## src/rtl/multdiv_pkg.sv

```systemverilog
// Shared types and sizing for the iterative multiply/divide unit.
// Holds the default operand width, the FSM encoding and the counter sizing helper.
package multdiv_pkg;

  localparam int DEF_WIDTH = 32;

  // Counter must be able to hold the value WIDTH itself (the "finished" count).
  function automatic int cnt_width(input int w);
    return $clog2(w) + 1;
  endfunction

  localparam int CNT_W = cnt_width(DEF_WIDTH);

  typedef enum logic [1:0] {
    ST_IDLE = 2'd0,
    ST_MUL  = 2'd1,
    ST_DIV  = 2'd2,
    ST_DONE = 2'd3
  } state_e;

endpackage

```

## src/rtl/signed_divider_core.sv

```systemverilog
// Signed divider datapath: magnitude conversion at load, one restoring
// shift-subtract quotient bit per step, sign fix on the quotient output.
// Also flags divide-by-zero and MIN/-1 overflow, captured at load.
module signed_divider_core
  import multdiv_pkg::*;
#(
  parameter int WIDTH = DEF_WIDTH
) (
  input  logic             clk,
  input  logic             rst,
  input  logic             load,
  input  logic             step,
  input  logic [WIDTH-1:0] dividend,
  input  logic [WIDTH-1:0] divisor,
  output logic [WIDTH-1:0] quotient,
  output logic             div_zero,
  output logic             div_ovf
);

  localparam logic [WIDTH-1:0] MIN_VAL = {1'b1, {(WIDTH-1){1'b0}}};

  // Two's complement magnitude; MIN maps to 2^(WIDTH-1), which fits unsigned.
  function automatic logic [WIDTH-1:0] mag(input logic [WIDTH-1:0] x);
    return x[WIDTH-1] ? (~x + 1'b1) : x;
  endfunction

  logic [WIDTH-1:0] rem_q, rem_d;
  logic [WIDTH-1:0] quo_q, quo_d;
  logic [WIDTH-1:0] dvs_q, dvs_d;
  logic             neg_q, neg_d;
  logic             zero_q, zero_d;
  logic             ovf_q, ovf_d;
  logic [WIDTH:0]   shifted;

  // Load magnitudes on start; each step shifts the next dividend bit into the
  // partial remainder and subtracts the divisor when it fits.
  always_comb begin
    rem_d   = rem_q;
    quo_d   = quo_q;
    dvs_d   = dvs_q;
    neg_d   = neg_q;
    zero_d  = zero_q;
    ovf_d   = ovf_q;
    shifted = {rem_q, quo_q[WIDTH-1]};
    if (load) begin
      rem_d  = '0;
      quo_d  = mag(dividend);
      dvs_d  = mag(divisor);
      neg_d  = dividend[WIDTH-1] ^ divisor[WIDTH-1];
      zero_d = (divisor == '0);
      ovf_d  = (dividend == MIN_VAL) && (&divisor);
    end else if (step) begin
      if (shifted >= {1'b0, dvs_q}) begin
        rem_d = WIDTH'(shifted - {1'b0, dvs_q});
        quo_d = {quo_q[WIDTH-2:0], 1'b1};
      end else begin
        rem_d = shifted[WIDTH-1:0];
        quo_d = {quo_q[WIDTH-2:0], 1'b0};
      end
    end
  end

  // Datapath registers, cleared asynchronously.
  always_ff @(posedge clk or posedge rst) begin
    if (rst) begin
      rem_q  <= '0;
      quo_q  <= '0;
      dvs_q  <= '0;
      neg_q  <= 1'b0;
      zero_q <= 1'b0;
      ovf_q  <= 1'b0;
    end else begin
      rem_q  <= rem_d;
      quo_q  <= quo_d;
      dvs_q  <= dvs_d;
      neg_q  <= neg_d;
      zero_q <= zero_d;
      ovf_q  <= ovf_d;
    end
  end

  assign quotient = neg_q ? (~quo_q + 1'b1) : quo_q;
  assign div_zero = zero_q;
  assign div_ovf  = ovf_q;

endmodule

```

## src/rtl/multdiv_unit.sv

```systemverilog
// Iterative signed multiply (radix-2 Booth) / divide unit with fixed latency:
// start sampled at E0, WIDTH iteration edges, result registered one edge later.
// One op in flight; a new start pulse aborts the current op; data_busy stalls the pipe.
module multdiv_unit
  import multdiv_pkg::*;
#(
  parameter int WIDTH = DEF_WIDTH
) (
  input  logic             clock,
  input  logic             ctrl_reset,
  input  logic             ctrl_MULT,
  input  logic             ctrl_DIV,
  input  logic [WIDTH-1:0] data_operandA,
  input  logic [WIDTH-1:0] data_operandB,
  output logic [WIDTH-1:0] data_result,
  output logic             data_exception,
  output logic             data_resultRDY,
  output logic             data_busy
);

  localparam int            CW   = cnt_width(WIDTH);
  localparam logic [CW-1:0] LAST = CW'(WIDTH);

  state_e             state_q, state_d;
  logic [CW-1:0]      cnt_q, cnt_d;
  logic [2*WIDTH:0]   prod_q, prod_d, prod_step;
  logic [WIDTH-1:0]   mcand_q, mcand_d;
  logic [WIDTH-1:0]   res_q, res_d;
  logic               exc_q, exc_d;
  logic               rdy_q, rdy_d;
  logic               busy_q, busy_d;

  logic               start;
  logic               div_step;
  logic [WIDTH-1:0]   div_quot;
  logic               div_zero;
  logic               div_ovf;
  logic [WIDTH:0]     acc, mext, sum;
  logic               mult_exc;

  assign start = ctrl_MULT | ctrl_DIV;

  // One Booth step: add/subtract multiplicand into the upper half (one guard
  // bit so MIN multiplicand cannot overflow), then arithmetic shift right.
  always_comb begin
    acc  = {prod_q[2*WIDTH], prod_q[2*WIDTH:WIDTH+1]};
    mext = {mcand_q[WIDTH-1], mcand_q};
    case (prod_q[1:0])
      2'b01:   sum = acc + mext;
      2'b10:   sum = acc - mext;
      default: sum = acc;
    endcase
    prod_step = {sum, prod_q[WIDTH:1]};
  end

  // Product bits [2W-1:W-1] live at register bits [2W:W]; must be pure sign.
  assign mult_exc = !((&prod_q[2*WIDTH:WIDTH]) || (~|prod_q[2*WIDTH:WIDTH]));

  // FSM next state, iteration counter, Booth register and output capture.
  always_comb begin
    state_d  = state_q;
    cnt_d    = cnt_q;
    prod_d   = prod_q;
    mcand_d  = mcand_q;
    res_d    = res_q;
    exc_d    = exc_q;
    rdy_d    = 1'b0;
    div_step = 1'b0;
    if (start) begin
      state_d = ctrl_MULT ? ST_MUL : ST_DIV;
      cnt_d   = '0;
      prod_d  = {{WIDTH{1'b0}}, data_operandB, 1'b0};
      mcand_d = data_operandA;
    end else begin
      case (state_q)
        ST_MUL, ST_DIV: begin
          if (cnt_q == LAST) begin
            state_d = ST_DONE;
            rdy_d   = 1'b1;
            if (state_q == ST_MUL) begin
              res_d = prod_q[WIDTH:1];
              exc_d = mult_exc;
            end else if (div_zero) begin
              res_d = '0;
              exc_d = 1'b1;
            end else begin
              res_d = div_quot;
              exc_d = div_ovf;
            end
          end else begin
            cnt_d = cnt_q + 1'b1;
            if (state_q == ST_MUL) prod_d = prod_step;
            else                   div_step = 1'b1;
          end
        end
        ST_DONE: state_d = ST_IDLE;
        default: state_d = ST_IDLE;
      endcase
    end
    busy_d = ((state_d == ST_MUL) || (state_d == ST_DIV)) && (cnt_d != LAST);
  end

  // All control and output state, cleared asynchronously.
  always_ff @(posedge clock or posedge ctrl_reset) begin
    if (ctrl_reset) begin
      state_q <= ST_IDLE;
      cnt_q   <= '0;
      prod_q  <= '0;
      mcand_q <= '0;
      res_q   <= '0;
      exc_q   <= 1'b0;
      rdy_q   <= 1'b0;
      busy_q  <= 1'b0;
    end else begin
      state_q <= state_d;
      cnt_q   <= cnt_d;
      prod_q  <= prod_d;
      mcand_q <= mcand_d;
      res_q   <= res_d;
      exc_q   <= exc_d;
      rdy_q   <= rdy_d;
      busy_q  <= busy_d;
    end
  end

  signed_divider_core #(.WIDTH(WIDTH)) u_div (
    .clk      (clock),
    .rst      (ctrl_reset),
    .load     (start),
    .step     (div_step),
    .dividend (data_operandA),
    .divisor  (data_operandB),
    .quotient (div_quot),
    .div_zero (div_zero),
    .div_ovf  (div_ovf)
  );

  assign data_result    = res_q;
  assign data_exception = exc_q;
  assign data_resultRDY = rdy_q;
  assign data_busy      = busy_q;

endmodule
```

## config.mk

```make
export PLATFORM = sky130hd
export DESIGN_NAME = multdiv_unit
export DESIGN_NICKNAME = d
export VERILOG_FILES = /design/src/rtl/multdiv_pkg.sv /design/src/rtl/signed_divider_core.sv /design/src/rtl/multdiv_unit.sv
export SDC_FILE = /design/constraint.sdc
export NUM_CORES = 1
export LEC_CHECK = 0
export CAP_MARGIN = 10
export CELL_PAD_IN_SITES_DETAIL_PLACEMENT = 0
export CELL_PAD_IN_SITES_GLOBAL_PLACEMENT = 2
export CORE_ASPECT_RATIO = 1.75
export CORE_MARGIN = 4
export CORE_UTILIZATION = 40
export DETAILED_ROUTE_END_ITERATION = 10
export PLACE_DENSITY_LB_ADDON = 0.08
export SYNTH_ARGS = -nofsm -noshare
export SYNTH_HDL_FRONTEND = slang
export SYNTH_SLANG_ARGS = --single-unit
```

## constraint.sdc

```tcl
create_clock -name clock -period 20.7 [get_ports clock]
set_input_delay 3.105 -clock clock [delete_from_list [all_inputs] [get_ports clock]]
set_output_delay 3.105 -clock clock [all_outputs]
set_load 0.01 [all_outputs]
```

==> reports/metrics.csv, run 1 <==
metric,value,unit
outcome,finished clean,
synthTopCellsByArea,"dfrtp_1 36%, nand2_1 7.9%, xnor2_1 6.3%",
n_antenna_cell,0,
drt.antenna.violating_nets,0,
multi_input_area,9990,um^2
die_area,45100,um^2
yosysTopAreaCell,dfrtp_1,
grt_pass1_vias,15100,
hold-worst-slack,0.482,ns
io_pins,103,
avgSynthCellArea,8.13,um^2
cts.sinks,239,
drt_iter0_markers,915,
hold_viol,0,
rsz0062_at_grt,no,
clk_pin_slew,0.06,ns
nets,2220,
cap_violations,0,
vias,14900,
routed_wirelength,55.4,mm
seq_area_frac_synth,35.9,%
ys_warn_count,0,
power_density,77.8,nW/um^2
rows,98,
synthAdderAreaFrac,5.79,%
cp.required,21.10,ns
critPathMaxStageDelay,0.60,ns
finalCritPeriodShare,28.0,%
cts_tree,yes,
finalSetupTns,0,ns
cp-start-kind,input pin,
min_period,5.79,ns
dr.pass1.iters,5,
synthXorXnorAreaFrac,9.25,%
drive_above_1_share,4.87,%
ir_worst_vdd,84.5,uV
antenna_found_initial,0,
yosys-mux-area-fraction,2.00,%
synth_edf_count,0,
mostFrequentLayoutCell,nand2_1,
syn_to_final_growth,13.8,%
ys_types,75,
relSlewSlack,36.2,%
start_util,40.6,%
post-cts-setup-buffers,0,
syn-cell-area,16700,um^2
postSynthCellCount,2051,
final_area,19000,um^2
yosys.area.top_type_share,35.9,%
die_h,278,um
layout.cells.non_filler,2644,
grt_max_degree,137,
post_cts_resized,0,
numCtsBuffers,26,
crit_slowest_cell,or4_1,
crit_type,in2reg,
mostFrequentLayoutCells,"348 x nand2_1, 239 x dfrtp_1, 200 x nor2_1",
coreArea,41100,um^2
p_leak,8.39,nW
die_w,162,um
placed_cells,2598,
fin_skew,0.0137,ns
synthFlopType,dfrtp_1,
worst_setup_path_end_kind,register,
clock_latency,0.56,ns
place_congestion,0.891,
drc,0,
synth.net_count,2195,
total_power,1.48,mW
cp_max_fo,6,
synthArstFlopShare,100,%
synth_top_family_by_area,compound AO/OA/AOI/OAI gates,
ys_ff_latch,239,
crit_chain,clkdlybuf4s50_1 -> or3_1 -> nor2_2 -> nand3_1 -> or4_1 -> or4_4 -> nand2b_4 -> o31ai_4 -> xor2_1 -> o21ai_0,
synth_compound_area_share,21.4,%
fmax,173,MHz
overflow,0,
place_area,18100,um^2
grt_pass1_wl,86.9,mm
post-dp-hpwl,40.8,mm
cp_data_arrival_time,6.19,ns
synth_simple_gate_area_share,21.2,%
via_per_inst,5.64,
setup_viol,0,
io_buffers,102,
fillers,4162,
postCtsHoldBufs,0,
root_buffer,clkbuf_16,
drv_slew,0,
grt_use_total,24.1,%
wl_per_cell,20.9,um
clk_path_buf_depth,3,
hold_path.class,reg2reg,
regArea,5980,um^2
worst_pin_slew,0.957,ns
htree_levels,1,
==> critical path, delay by kind of cell <==
family                 cells  cell delay, ns
buffers and inverters      1            0.52
XOR/XNOR                   1            0.16
AND/OR/NAND/NOR            6            2.10
AO/OA/AOI/OAI              2            0.31
==> stage by stage <==
step / setup WS (ns) / util (%)
after CTS: 14.93 / 46.2
final: 14.91 / 46.2
after global placement: 14.41 / 44.1
after detailed placement: 14.38 / 44.1
after global routing: 14.79 / 46.2
after floorplan: 11.04 / -
==> cell families (layout without fill, tap and decap cells) <==
group                    count (synthesis)  count (layout)
multiplexers                            33              33
AND/OR/NAND/NOR                        774             774
flip-flops                             239             239
adder cells (fa/ha/maj)                 76              76
XOR/XNOR                               176             176
buffers and inverters                  194             237
AO/OA/AOI/OAI                          559             559
==> Yosys cell counts, types with 6 or more instances <==
cell type / n
nor2_1: 202
or3_1: 18
nand3b_1: 6
a21o_1: 36
a21oi_1: 135
inv_1: 73
nand2_1: 349
nor4_1: 27
a211oi_1: 30
o211a_1: 6
nand4_1: 31
a22oi_1: 28
buf_1: 11
nand2b_1: 11
and2_1: 7
mux2i_1: 30
a31oi_1: 74
o31ai_1: 30
o41ai_1: 11
clkbuf_1: 106
xor2_1: 56
nor2b_1: 12
or4_1: 15
nand2b_4: 6
dfrtp_1: 239
nor3_1: 24
nand3_1: 23
o21ai_0: 131
ha_1: 74
and3_1: 17
o22ai_1: 6
xnor2_1: 120
o211ai_1: 19
==> final cells by class <==
class	count	share of cell area, %
Inverter	73	1.48
Clock inverter	10	0.613
Tap cell	550	3.63
Sequential cell	239	31.5
Timing Repair Buffer	118	6.08
Multi-Input combinational cell	1618	52.7
Clock buffer	36	4.00
==> state kept, by name, indices dropped and copies added, names as in the netlist <==
signal / count
cnt_q: 6
data_busy: 1
data_exception: 1
data_result: 32
data_resultRDY: 1
mcand_q: 32
prod_q: 65
state_q: 2
u_div.div_ovf: 1
u_div.div_zero: 1
u_div.dvs_q: 32
u_div.neg_q: 1
u_div.quo_q: 32
u_div.rem_q: 32
==> report_power, final <==
| group | internal [mW] | total, mW | switching (mW) | leakage (nW) |
|---|---|---|---|---|
| Sequential | 0.506 | 0.558 | 0.0517 | 2.99 |
| Clock | 0.280 | 0.490 | 0.209 | 0.429 |
| Combinational | 0.169 | 0.428 | 0.259 | 4.98 |
| Total | 0.955 | 1.48 | 0.520 | 8.39 |
==> metal layers <==
metal,share of wire [%],vias up,GRT usage (%)
met5,0,-,0
met4,4.3,0,9.36
met3,2.5,83,1.93
met2,54,251,45.3
met1,39,7270,27.9
li1,-,7302,-
==> worst paths after layout <==
| kind | from | endpoint | slack (ns) | cells past startpoint |
|---|---|---|---|---|
| min in group asynchronous | ctrl_reset | prod_q[54]$_DFFE_PP0P_ | 3.04 | 2 |
| max in group asynchronous | ctrl_reset | prod_q[21]$_DFFE_PP0P_ | 16.32 | 3 |
| worst max-delay path | data_operandB[2] | u_div.dvs_q[28]$_DFFE_PP0N_ | 14.91 | 10 |
| worst min register to register | u_div.dvs_q[0]$_DFFE_PP0N_ | u_div.dvs_q[0]$_DFFE_PP0N_ | 0.48 | 2 |
| worst min-delay path | u_div.dvs_q[0]$_DFFE_PP0N_ | u_div.dvs_q[0]$_DFFE_PP0N_ | 0.48 | 2 |
| worst max register to register | mcand_q[9]$_DFFE_PP0N_ | prod_q[64]$_DFFE_PP0P_ | 15.29 | 14 |
(Power assumes the default switching activity.)
==> run 2: changes to the inputs <==
--- a/config.mk
+++ b/config.mk
@@ -10,7 +10,7 @@
 export CELL_PAD_IN_SITES_GLOBAL_PLACEMENT = 2
 export CORE_ASPECT_RATIO = 1.75
 export CORE_MARGIN = 4
-export CORE_UTILIZATION = 40
+export CORE_UTILIZATION = 37
 export DETAILED_ROUTE_END_ITERATION = 10
 export PLACE_DENSITY_LB_ADDON = 0.08
 export SYNTH_ARGS = -nofsm -noshare
==> constraint.sdc (replaced) <==
create_clock -name clock -period 5.95 [get_ports clock]
set_input_delay 0.8925 -clock clock [delete_from_list [all_inputs] [get_ports clock]]
set_output_delay 0.8925 -clock clock [all_outputs]
set_load 0.01 [all_outputs]
==> reports/metrics.csv, run 2 (synthesis results as in run 1) <==
metric,value,unit,change
outcome,finished clean,,unchanged
wl_met3,1.49,mm,was 1.39 mm
htree_levels,1,,unchanged
fin_util,43.1,%,was 46.2%
hold_path.class,reg2reg,,unchanged
drt.antenna.violating_nets,0,,unchanged
hold-worst-slack,0.480,ns,was 0.482 ns
cp_num_cells,14,,was 10
finalCritPeriodShare,84.8,%,
rows,102,,was 98
n_antenna_cell,0,,unchanged
rsz0062_at_grt,no,,unchanged
p_leak,8.44,nW,was 8.39 nW
p_sw,1.86,mW,was 0.520 mW
fmax,198,MHz,
drv_slew,0,,unchanged
postCtsHoldBufs,0,,unchanged
internal_power,3.43,mW,was 0.955 mW
crit_chain,or4_1 -> or3_1 -> or3_1 -> nor4_1 -> a21oi_1 -> xnor2_1 -> ha_1 -> a21oi_1 -> o21ai_0 -> nor4bb_1 -> nor4_1 -> o31ai_1 -> mux2i_1 -> mux2i_1,,was clkdlybuf4s50_1 -> or3_1 -> nor2_2 -> nand3_1 -> or4_1 -> or4_4 -> nand2b_4 -> o31ai_4 -> xor2_1 -> o21ai_0
cp_data_arrival_time,5.52,ns,was 6.19 ns
wl_per_cell,21.4,um,was 20.9 um
clk_pin_slew,0.06,ns,about the same
start_util,37.5,%,was 40.6%
worst_pin_slew,0.988,ns,was 0.957 ns
die_h,289,um,was 278 um
finalSetupTns,0,ns,unchanged
wl_met1,22.4,mm,was 21.7 mm
post-cts-setup-buffers,0,,unchanged
fin_skew,0.0263,ns,was 0.0137 ns
post-dp-hpwl,42.5,mm,was 40.8 mm
routed_wirelength,57.2,mm,was 55.4 mm
met2_length,31.4,mm,was 29.8 mm
cp_top_family,simple AND/OR/NAND/NOR gates,,unchanged
cts_tree,yes,,unchanged
cp-start-kind,register,,was input pin
hold-path-cell-count,2,,unchanged
numCtsBuffers,28,,was 26
critPathMaxStageDelay,0.57,ns,was 0.60 ns
grt_pass1_wl,88.8,mm,was 86.9 mm
clock_latency,0.58,ns,was 0.56 ns
crit_slowest_cell,or4_1,,unchanged
io_pins,103,,unchanged
setup_viol,0,,unchanged
place_congestion,0.866,,was 0.891
overflow,0,,unchanged
cap_violations,0,,unchanged
hold_viol,0,,unchanged
die_w,168,um,was 162 um
grt_pass1_vias,14900,,was 15100
grt_max_degree,197,,was 137
ir_worst_vdd,209,uV,was 84.5 uV
syn_to_final_growth,14.8,%,was 13.8%
via_per_inst,5.60,,was 5.64
root_buffer,clkbuf_16,,unchanged
dp_slack,0.980,ns,was 14.38 ns
die_area,48600,um^2,was 45100 um^2
dr.pass1.iters,5,,unchanged
relSlewSlack,34.1,%,was 36.2%
cp_num_buf_inv,0,,was 1
power_density,276,nW/um^2,was 77.8 nW/um^2
clk_path_buf_depth,3,,unchanged
drt_iter0_markers,960,,was 915
antenna_found_initial,0,,unchanged
largest_reg_flops,65,,unchanged
top_layer_used,met4,,unchanged
nets,2225,,was 2220
cp_max_fo,7,,was 6
post_cts_resized,0,,unchanged
worst_setup_path_end_kind,register,,unchanged
io_buffers,102,,unchanged
fin_ws,0.906,ns,was 14.91 ns
p_comb_share,28.3,%,was 29.0%
cts.sinks,239,,unchanged
r2r_cells,14,,unchanged
crit_type,reg2reg,,was in2reg
coreArea,44400,um^2,was 41100 um^2
swShare,35.1,%,was 35.3%
mostFrequentLayoutCell,nand2_1,,unchanged
min_period,5.04,ns,
p_seq_share,36.6,%,was 37.8%
mostFrequentLayoutCells,"348 x nand2_1, 239 x dfrtp_1, 200 x nor2_1",,unchanged
drc,0,,unchanged
regMostFlops,prod_q,,unchanged
power_frac_clock,35.0,%,was 33.2%
vias,15000,,was 14900
grt_use_total,23.2,%,was 24.1%
cp.required,6.43,ns,was 21.10 ns
drive_above_1_share,5.33,%,was 4.87%
-- run 2: metal layers --
metal / vias to the layer above / GRT usage (%)
met1: 7350 / 26.7
met5: - / 0
met3: 78 / 1.86
met2: 250 / 44.6
met4: 0 / 7.63
li1: 7315 / -
-- run 2: layout make-up --
| type | count | area [um^2] |
|---|---|---|
| Timing Repair Buffer | 121 | 1190 |
| Sequential cell | 239 | 5980 |
| Clock inverter | 19 | 239 |
| Multi-Input combinational cell | 1618 | 9990 |
| Tap cell | 572 | 716 |
| Inverter | 73 | 278 |
| Fill cell | 4589 | 25300 |
| Clock buffer | 33 | 749 |
-- run 2: final timing paths --
check / end / slack, ns / start
max: prod_q[64]$_DFFE_PP0P_ / 0.91 / mcand_q[9]$_DFFE_PP0N_
min: u_div.dvs_q[0]$_DFFE_PP0N_ / 0.48 / u_div.dvs_q[0]$_DFFE_PP0N_
max reg2reg: prod_q[64]$_DFFE_PP0P_ / 0.91 / mcand_q[9]$_DFFE_PP0N_
min reg2reg: u_div.dvs_q[0]$_DFFE_PP0N_ / 0.48 / u_div.dvs_q[0]$_DFFE_PP0N_
max in group asynchronous: data_result[7]$_DFFE_PP0P_ / 3.90 / ctrl_reset
min in group asynchronous: u_div.rem_q[26]$_DFFE_PP0P_ / 0.74 / ctrl_reset
-- run 2: per-stage QoR --
step	power [mW]	cells	instance area (um^2)
5_1_grt	5.60	2675	19100
6_report	5.29	2675	19100
3_3_place_gp	3.47	2623	18200
2_1_floorplan	2.96	2051	16700
3_5_place_dp	3.48	2623	18200
4_1_cts	5.37	2675	19100
-- run 2: power groups by stage --
stage	Combinational, mW	Clock [mW]	Sequential, mW
after detailed placement	1.52	0	1.97
final	1.50	1.85	1.94
after floorplan	1.06	0	1.90
after global placement	1.51	0	1.97
after CTS	1.52	1.91	1.94
after global routing	1.67	1.97	1.96
-- run 2: worst reg2reg max path: cells and delay by family (launching register included) --
family | cells | cell delay, ns
AND/OR/NAND/NOR | 6 | 2.59
AO/OA/AOI/OAI | 4 | 0.94
multiplexers | 2 | 0.47
flip-flops | 1 | 0.41
adder cells (fa/ha/maj) | 1 | 0.39
XOR/XNOR | 1 | 0.16
==> run 3: changes to the inputs <==
--- a/config.mk
+++ b/config.mk
@@ -10,7 +10,7 @@
 export CELL_PAD_IN_SITES_GLOBAL_PLACEMENT = 2
 export CORE_ASPECT_RATIO = 1.75
 export CORE_MARGIN = 4
-export CORE_UTILIZATION = 37
+export CORE_UTILIZATION = 33
 export DETAILED_ROUTE_END_ITERATION = 10
 export PLACE_DENSITY_LB_ADDON = 0.08
 export SYNTH_ARGS = -nofsm -noshare
==> constraint.sdc (replaced) <==
create_clock -name clock -period 4.4 [get_ports clock]
set_input_delay 0.66 -clock clock [delete_from_list [all_inputs] [get_ports clock]]
set_output_delay 0.66 -clock clock [all_outputs]
set_load 0.01 [all_outputs]
==> reports/metrics.csv, run 3 (synthesis results as in run 1) <==
metric,value,unit,change
power_density,361,nW/um^2,was 276 nW/um^2
cp_data_arrival_time,4.74,ns,was 5.52 ns
cts.sinks,239,,unchanged
grt_use_total,21.8,%,was 23.2%
fin_skew,0.0169,ns,was 0.0263 ns
htree_levels,1,,unchanged
overflow,0,,unchanged
antenna_found_initial,2,,was 0
hold_path.class,reg2reg,,unchanged
place_area,18600,um^2,was 18200 um^2
rrSetupSlack,0.15,ns,was 0.91 ns
regMostFlops,prod_q,,unchanged
fin_util,39.2,%,was 43.1%
nets,2261,,was 2225
post-dp-hpwl,45.6,mm,was 42.5 mm
hold_viol,0,,unchanged
p_leak,8.61,nW,was 8.44 nW
critPathCapture,prod_q[64]$_DFFE_PP0P_,,unchanged
power_frac_clock,33.0,%,was 35.0%
die_w,178,um,was 168 um
relSlewSlack,28.8,%,was 34.1%
clk_pin_slew,0.07,ns,was 0.06 ns
grt_pass1_wl,92.9,mm,was 88.8 mm
drive_above_1_share,7.17,%,was 5.33%
die_area,54300,um^2,was 48600 um^2
io_buffers,102,,unchanged
regToRegEndpoint,prod_q[64]$_DFFE_PP0P_,,unchanged
start_util,33.4,%,was 37.5%
cp.required,4.89,ns,was 6.43 ns
die_h,305,um,was 289 um
drt.antenna.violating_nets,0,,unchanged
largest_reg_flops,65,,unchanged
finalCritPeriodShare,96.7,%,was 84.8%
clk_path_buf_depth,3,,unchanged
drv_slew,0,,unchanged
routed_wirelength,60.3,mm,was 57.2 mm
grt_pass1_vias,15500,,was 14900
min_period,4.25,ns,was 5.04 ns
vias,15100,,was 15000
p_comb_share,30.0,%,was 28.3%
rows,108,,was 102
syn_to_final_growth,17.3,%,was 14.8%
fmax,235,MHz,was 198 MHz
dr.pass1.iters,7,,was 5
grt_max_degree,116,,was 197
worst_pin_slew,1.06,ns,was 0.988 ns
clock_latency,0.58,ns,about the same
mostFrequentLayoutCell,nand2_1,,unchanged
p_seq_share,36.9,%,was 36.6%
cap_violations,0,,unchanged
drc,0,,unchanged
drt_iter0_markers,1006,,was 960
worst_setup_path_end_kind,register,,unchanged
hold-worst-slack,0.482,ns,was 0.480 ns
cp_max_fo,4,,was 7
r2r-start,mcand_q[9]$_DFFE_PP0N_,,unchanged
outcome,finished clean,,unchanged
via_per_inst,5.41,,was 5.60
io_pins,103,,unchanged
r2r_cells,16,,was 14
root_buffer,clkbuf_16,,unchanged
fin_ws,0.147,ns,was 0.906 ns
p_sw,2.49,mW,was 1.86 mW
cts_tree,yes,,unchanged
setup_viol,0,,unchanged
ir_worst_vdd,336,uV,was 209 uV
crit_type,reg2reg,,unchanged
cp-start-kind,register,,unchanged
internal_power,4.56,mW,was 3.43 mW
dp_slack,-0.0917,ns,was 0.980 ns
swShare,35.4,%,was 35.1%
place_congestion,0.884,,was 0.866
coreArea,49900,um^2,was 44400 um^2
n_antenna_cell,0,,unchanged
worstSetupStartpoint,mcand_q[9]$_DFFE_PP0N_,,unchanged
numCtsBuffers,28,,unchanged
post-cts-setup-buffers,0,,unchanged
final_area,19500,um^2,was 19100 um^2
wl_per_cell,21.6,um,was 21.4 um
total_power,7.05,mW,was 5.29 mW
mostFrequentLayoutCells,"348 x nand2_1, 239 x dfrtp_1, 198 x nor2_1",,"was 348 x nand2_1, 239 x dfrtp_1, 200 x nor2_1"
-- run 3: changes by cell type in the layout (fill, tap and decap cells not counted), moves of 3 or more --
cell | before | now
clkbuf_1 | 2 | 8
o21ai_0 | 131 | 126
buf_4 | 17 | 50
buf_12 | 2 | 5
clkbuf_8 | 3 | 6
clkinvlp_4 | 7 | 1
o21ai_1 | 2 | 6
bufinv_16 | 4 | 1
clkinv_2 | 7 | 4
-- run 3: critical path, cell delays in order, from the launching register on --
cell,delay [ns]
dfrtp_1,0.38
or4_4,0.53
or3_4,0.36
or3_4,0.38
nor4_4,0.20
buf_4,0.15
and3b_2,0.20
a21oi_1,0.08
xnor2_1,0.23
ha_1,0.29
a21o_1,0.16
a21o_1,0.18
a21oi_2,0.16
o21ai_2,0.10
o31ai_2,0.25
mux2i_1,0.30
mux2i_1,0.22
-- run 3: final cells by class --
type | count | area [um^2]
clock buffers | 42 | 813
clock inverters | 6 | 80.1
fillers | 5101 | 30300
inverters | 73 | 278
multi-input cells | 1618 | 10100
flip-flops and latches | 239 | 5980
well taps | 660 | 826
repair buffers | 157 | 1500
-- run 3: worst min-delay path by stage --
stage	start	to	slack, ns	depth (start not counted)
finish	u_div.dvs_q[26]$_DFFE_PP0N_	u_div.dvs_q[26]$_DFFE_PP0N_	0.48	2
global route	u_div.dvs_q[0]$_DFFE_PP0N_	u_div.dvs_q[0]$_DFFE_PP0N_	0.51	2
CTS	u_div.dvs_q[0]$_DFFE_PP0N_	u_div.dvs_q[0]$_DFFE_PP0N_	0.49	2
detailed placement	u_div.dvs_q[0]$_DFFE_PP0N_	u_div.dvs_q[0]$_DFFE_PP0N_	0.47	2
global placement	u_div.dvs_q[4]$_DFFE_PP0N_	u_div.dvs_q[4]$_DFFE_PP0N_	0.46	2
floorplan	u_div.div_ovf$_DFFE_PP0N_	u_div.div_ovf$_DFFE_PP0N_	0.44	2
-- run 3: per-stage QoR --
stage	setup TNS, ns	std cells
CTS	0	2795
finish	0	2795
floorplan	0	2051
global placement	-0.0190	2747
detailed placement	-0.123	2747
global route	-0.0779	2795
-- run 3: timing repair --
action / in CTS / in global routing
setup endpoints to repair: 2 / 5
gates resized for setup: 3 / 19
hold buffers: 0 / 0
pin swaps: 2 / 5
-- run 3: power by group through the flow --
stage / Clock, mW / Sequential (mW) / Combinational (mW)
after floorplan: 0 / 2.57 / 1.43
after global placement: 0 / 2.64 / 2.12
after detailed placement: 0 / 2.64 / 2.13
after CTS: 2.42 / 2.61 / 2.14
after global routing: 2.49 / 2.63 / 2.36
final: 2.33 / 2.60 / 2.12
-- run 3: metal layers --
layer  part of all wire, %  global-route usage, %
met1                    39                   24.9
met2                    54                   41.5
met3                   3.1                   2.37
met4                   3.6                   7.22
met5                 0.036                      0
